`config.mk`:
```
export PLATFORM = sky130hd
export DESIGN_NAME = adder_seq
export DESIGN_NICKNAME = d
export VERILOG_FILES = /design/src/rtl/adder_seq_pkg.sv /design/src/rtl/adder.sv /design/src/rtl/adder_seq.sv
export SDC_FILE = /design/constraint.sdc
export NUM_CORES = 1
export LEC_CHECK = 0
export BUFFER_PORTS_ARGS = -buffer_cell sky130_fd_sc_hd__buf_2
export CAP_MARGIN = 30
export CORE_MARGIN = 10
export CORE_UTILIZATION = 31
export DETAILED_ROUTE_END_ITERATION = 10
export HOLD_SLACK_MARGIN = 0.03
export MAX_ROUTING_LAYER = met4
export PLACE_DENSITY = 0.53
export REMOVE_ABC_BUFFERS = 1
export SETUP_SLACK_MARGIN = 0.2
export SYNTH_ARGS = -nofsm -noshare
export SYNTH_HDL_FRONTEND = slang
export SYNTH_SLANG_ARGS = --single-unit
```
`constraint.sdc`:
```
create_clock -name i_clk -period 33.7 [get_ports i_clk]
set_input_delay 0 -clock i_clk [delete_from_list [all_inputs] [get_ports i_clk]]
set_output_delay 0 -clock i_clk [all_outputs]
set_load 0.05 [all_outputs]
```
`src/rtl/adder_seq_pkg.sv`:
```
// -----------------------------------------------------------------------------
// adder_seq_pkg
//   Shared types for the multi-cycle wide adder/subtractor.
//   - op_t    : requested operation (ADD / SUB)
//   - state_t : sequencer state (IDLE / RUN / DONE)
//   - init_carry() : carry value loaded into limb 0 at accept time
// -----------------------------------------------------------------------------
package adder_seq_pkg;

  typedef enum logic {
    ADD = 1'b0,
    SUB = 1'b1
  } op_t;

  typedef enum logic [1:0] {
    IDLE = 2'd0,
    RUN  = 2'd1,
    DONE = 2'd2
  } state_t;

  // Subtraction is a + ~b + 1, so the "+1" rides in on the limb-0 carry and
  // the caller's carry-in is ignored for SUB.
  function automatic logic init_carry(input op_t op, input logic cin);
    return (op == SUB) ? 1'b1 : cin;
  endfunction

endpackage

```
`src/rtl/adder.sv`:
```
// -----------------------------------------------------------------------------
// adder
//   Single N-bit ripple-free combinational adder with carry in/out. This is
//   the only arithmetic element in adder_seq; it is reused once per limb.
// Ports:
//   i_a, i_b  : N-bit addends
//   i_cin     : carry in
//   o_sum     : N-bit sum
//   o_cout    : carry out of bit N-1
// -----------------------------------------------------------------------------
module adder #(
  parameter int N = 64
) (
  input  logic [N-1:0] i_a,
  input  logic [N-1:0] i_b,
  input  logic         i_cin,
  output logic [N-1:0] o_sum,
  output logic         o_cout
);

  assign {o_cout, o_sum} = {1'b0, i_a} + {1'b0, i_b} + {{N{1'b0}}, i_cin};

endmodule

```
`src/rtl/adder_seq.sv`:
```
// -----------------------------------------------------------------------------
// adder_seq
//   Multi-cycle W = N*LIMBS bit adder/subtractor. One N-bit adder is walked
//   across the operand limbs, least-significant first, with the carry held in
//   a register between limbs. One operation is accepted per valid/ready
//   handshake; the result is held until downstream accepts it.
//
// Ports:
//   i_clk        : clock, rising edge
//   i_rst_n      : asynchronous active-low reset
//   i_valid      : request valid
//   o_ready      : block can accept a request (IDLE)
//   i_op         : ADD / SUB
//   i_a, i_b     : W-bit operands, sampled only at the accept handshake
//   i_carry_in   : carry into limb 0 (ADD only)
//   o_valid      : result valid (DONE)
//   i_ready      : downstream accepts result
//   o_c          : W-bit sum / difference
//   o_carry_out  : carry out of the top limb (SUB: 1 = no borrow)
//   o_busy       : operation in flight (not IDLE)
//
// Timing: accept in cycle T, limbs processed in T+1..T+LIMBS, o_valid from
// T+LIMBS+1. Handshake signals are pure decodes of the state register.
// -----------------------------------------------------------------------------
module adder_seq
  import adder_seq_pkg::*;
#(
  parameter int N     = 64,
  parameter int LIMBS = 4
) (
  input  logic               i_clk,
  input  logic               i_rst_n,
  input  logic               i_valid,
  output logic               o_ready,
  input  op_t                i_op,
  input  logic [N*LIMBS-1:0] i_a,
  input  logic [N*LIMBS-1:0] i_b,
  input  logic               i_carry_in,
  output logic               o_valid,
  input  logic               i_ready,
  output logic [N*LIMBS-1:0] o_c,
  output logic               o_carry_out,
  output logic               o_busy
);

  localparam int W     = N * LIMBS;
  localparam int IDX_W = $clog2(LIMBS);
  localparam logic [IDX_W-1:0] LAST_IDX = IDX_W'(LIMBS - 1);

  state_t                  r_state;
  logic [IDX_W-1:0]        r_idx;
  logic                    r_carry;
  logic                    r_carry_out;
  logic [LIMBS-1:0][N-1:0] r_a;
  logic [LIMBS-1:0][N-1:0] r_b;
  logic [LIMBS-1:0][N-1:0] r_c;

  logic                    w_accept;
  logic [N-1:0]            w_sum;
  logic                    w_cout;

  assign w_accept = i_valid && (r_state == IDLE);

  // The limb index selects which slice of the captured operands feeds the
  // shared adder this cycle; it is only advanced in RUN and stops at LAST_IDX.
  adder #(.N(N)) u_adder (
    .i_a    (r_a[r_idx]),
    .i_b    (r_b[r_idx]),
    .i_cin  (r_carry),
    .o_sum  (w_sum),
    .o_cout (w_cout)
  );

  // Captured operands are pure data: they are only meaningful between accept
  // and DONE, and the control path never reads them, so they carry no reset.
  // b is inverted here for SUB so the adder sees a + ~b + 1.
  always_ff @(posedge i_clk) begin
    if (w_accept) begin
      r_a <= i_a;
      r_b <= (i_op == SUB) ? ~i_b : i_b;
    end
  end

  always_ff @(posedge i_clk or negedge i_rst_n) begin
    if (!i_rst_n) begin
      r_state     <= IDLE;
      r_idx       <= '0;
      r_carry     <= 1'b0;
      r_carry_out <= 1'b0;
      r_c         <= '0;
    end else begin
      case (r_state)
        IDLE: begin
          if (i_valid) begin
            r_idx   <= '0;
            r_carry <= init_carry(i_op, i_carry_in);
            r_state <= RUN;
          end
        end

        RUN: begin
          r_c[r_idx] <= w_sum;
          r_carry    <= w_cout;
          if (r_idx == LAST_IDX) begin
            r_carry_out <= w_cout;
            r_state     <= DONE;
          end else begin
            r_idx <= r_idx + 1'b1;
          end
        end

        DONE: begin
          if (i_ready) begin
            r_state <= IDLE;
          end
        end

        default: r_state <= IDLE;
      endcase
    end
  end

  assign o_ready     = (r_state == IDLE);
  assign o_valid     = (r_state == DONE);
  assign o_busy      = (r_state != IDLE);
  assign o_c         = W'(r_c);
  assign o_carry_out = r_carry_out;

endmodule

```
==> metrics.txt <==
status completed; Tot Pwr around 0.0053 W; CTS Buf Count 89; CP cell instances buf_4 -> mux4_2 -> fa_1 -> fa_1 -> a211oi_2 -> o21ai_1 -> o2111ai_2 -> a21oi_1 -> a211o_1 -> a211o_1 -> a221o_1 -> a21oi_1 -> xor2_1 -> o21ai_1; DP HPWL ~85000 microns; initial core utilization between 30% and 40%; Post-synth EDFFs ~500; die area 0.125 sq mm; IO Pins 778; # nets final between 4000 and 5000; grt total ovfl 0; fraction of registers with async set/reset between 30% and 40%; Yosys cell types 67; DRT iter0 DRCs 1814; multi-input combinational cell area 0.0118 sq mm; main area contributors after synthesis edfxtp_1 45%, dfrtp_1 19%, mux4_2 8.4%, xor2_1 7.1%, nand2_1 3.5%; share of the synthesized area in the top cell type approximately 45%; DRC Markers 0; yosys warns 0; Slew Limit Fails 0; area of the mapped netlist about 0.034 sq mm; Crit path arrival time about 6600 ps; Leakage 20.6 nW; Core ar. 0.110 sq mm; vias 26300; ys flop type edfxtp_1; GR Util met2 between 30% and 40%; global-route met3 utilization 3.72%; Crit path buffers/inverters 1; Crit-path slowest cell dfrtp_4; Final setup violation count 0; clk_lat worst skew 660 ps; clk_skew 28.3 ps; FF+latch count, synth 774; Reg area 0.0219 sq mm; row cnt roughly 120; largest fanout on the critical path 48; RSZ-0062 raised after global routing no; Peak Freq 165 MHz; CTS root buffer clkbuf_16; Sink Count 774; area leader, netlist edfxtp_1; complex-gate fraction of the synthesized area 8.40%; CP max stage delay 920 ps; CTS max path bufs 3; Crit path required time 34200 ps; first drt pass iteration count 9; Tcrit/Tclk final 18.0%; met1 Track Usage GR 24.1%; post-synthesis mux area share 8.38%; Synth Area in Adders 2.55%; Post-Syn Instances 2496; Hold Crit Class primary input to register; Max-slew headroom 30.5%; Peak supply drop 0.0000743 V; Fin. Hold Viols 0; Pwr Density 106 mW/mm^2; grt peak-use layer met2; Area Growth Syn to Fin 45.4%; GP Congestion about 0.8; vias in the first global route 28000; setup_tns 0 ps; global-route wire length before repair between 150000 and 200000 microns; largest net degree at the start of global routing 116; # fillers about 9900; endpoint class of the critical path register; H-tree Lvls 3; sequential share of the synthesized area 63.8%; CTS clk-pin slew, worst paths 60 ps; final WL between 100000 and 150000 microns; syn avg cell area 13.8 sq um; Total GRT Usage 19.8%; Vias per Instance between 4 and 5; Simple-Gate Fraction of Synth Area under 10%; CP startpoint kind register; initial antenna violation count 16; largest family of logic cells by synthesized area compound AO/OA/AOI/OAI gates; XOR/XNOR share of the synthesized area 7.92%; Die Ht 353 microns; critical path's top delay family compound AO/OA/AOI/OAI gates; Max-cap violations 0; Final min period between 6000 and 7000 ps; critical path class register to register; layout cells sized above 1 between 20% and 30%; IO buf count ~780; CTS tree built; antenna-violating nets left 0; Worst-Margin Slew 1040 ps; WL per Instance 22.2 microns; most numerous cell in the Yosys netlist edfxtp_1; # resized after CTS 0; die width 353 microns; top cells by count, synth 512 x edfxtp_1, 324 x nand2_1, 277 x xor2_1
power by group:
part	internal, W	switching, W	total (W)
registers	0.00133	0.000131	0.00146
clock network	0.000581	0.000399	0.000980
logic	0.000821	0.00202	0.00284
repair_timing:
action,in CTS,in global routing
endpoints found under the hold margin,604,0
endpoints found under the setup margin,0,0
hold buffers,712,0
buffers inserted,0,0
flip-flops by register name (all words and copies together) (netlist names):
signal       flops
o_c            256
r_carry          1
r_idx            2
o_carry_out      1
r_state          2
r_a            256
r_b            256
layout by cell type (no fill, tap or decap), types with 6 or more instances in the layout:
cell,synthesis,final
a211oi_1,9,9
a21o_1,35,35
a21oi_1,106,106
and2_1,11,11
buf_2,10,775
buf_4,1,18
bufinv_16,0,6
clkbuf_1,95,27
clkbuf_16,0,94
clkbuf_8,0,11
clkinv_1,0,9
clkinv_2,0,12
dfrtp_1,262,260
diode_2,0,17
dlygate4sd3_1,0,711
edfxtp_1,512,512
ha_1,67,67
inv_1,15,14
mux4_2,128,128
nand2_1,324,320
nand3_1,31,31
nand4_1,35,35
nand4b_1,12,12
nor2_1,68,68
nor2b_1,7,7
nor3_1,28,28
o211ai_1,8,8
o21a_1,6,6
o21ai_0,239,239
o21ai_1,24,24
o21bai_1,11,11
o31ai_1,19,19
or3_1,6,6
or4_1,9,9
xnor2_1,32,32
xor2_1,277,277
stage by stage:
step                      area, sq um  instances  hold WS (ps)  util [%]  setup WS (ps)
after floorplan                 33800       2342          -296         -          21650
after global placement          39800       4627          73.4      36.0          27530
after detailed placement        39800       4627          69.5      36.0          27490
after CTS                       49900       5505          30.1      45.2          27450
after global routing            50000       5525          42.3      45.3          27260
final                           50000       5526          29.5      45.3          27640
kinds of logic after synthesis:
logic type | after synthesis
DFF | 774
and+or+nand+nor | 549
AOI/OAI and AO/OA | 497
xor gates and xnor gates | 310
buffers and inverters | 169
muxes | 128
adders and majority gates | 69
worst reg2reg max path: cells and delay by family (launching register included):
| family | cells | cell delay [ps] |
|---|---|---|
| buffers and inverters | 1 | 760 |
| XOR/XNOR | 1 | 550 |
| multiplexers | 1 | 450 |
| adder cells (fa/ha/maj) | 2 | 960 |
| AO/OA/AOI/OAI | 9 | 2270 |
| flip-flops | 1 | 920 |
final timing paths:
kind | start | end | slack (ps) | cells past startpoint
max in group asynchronous | i_rst_n | o_c[87] | 31470 | 5
worst min register to register | o_c[129] | o_c[129] | 470 | 2
worst min-delay path | i_op | r_b[89] | 30 | 2
worst max register to register | r_idx[1] | o_c[106] | 27640 | 14
min in group asynchronous | i_rst_n | o_c[64] | 630 | 4
worst max-delay path | r_idx[1] | o_c[106] | 27640 | 14
layout make-up:
| class | instances | area share [%] |
|---|---|---|
| inverter | 15 | 0.128 |
| sequential | 774 | 43.9 |
| clock buffer | 132 | 5.21 |
| multi-input combinational | 1553 | 23.7 |
| tap | 1488 | 3.72 |
| antenna | 17 | 0.0850 |
| clock inverter | 34 | 0.663 |
| timing repair buffer | 1513 | 22.7 |
per-layer routing:
layer  wire length, microns  part of all wire (%)  vias up
li1                       -                     -    12200
met1                  50300                    41    12900
met2                  60800                    50      973
met3                   7480                   6.1      204
met4                   4320                   3.5        0
met5                      0                     0        -
No activity file was read; power rests on OpenSTA's default activity.
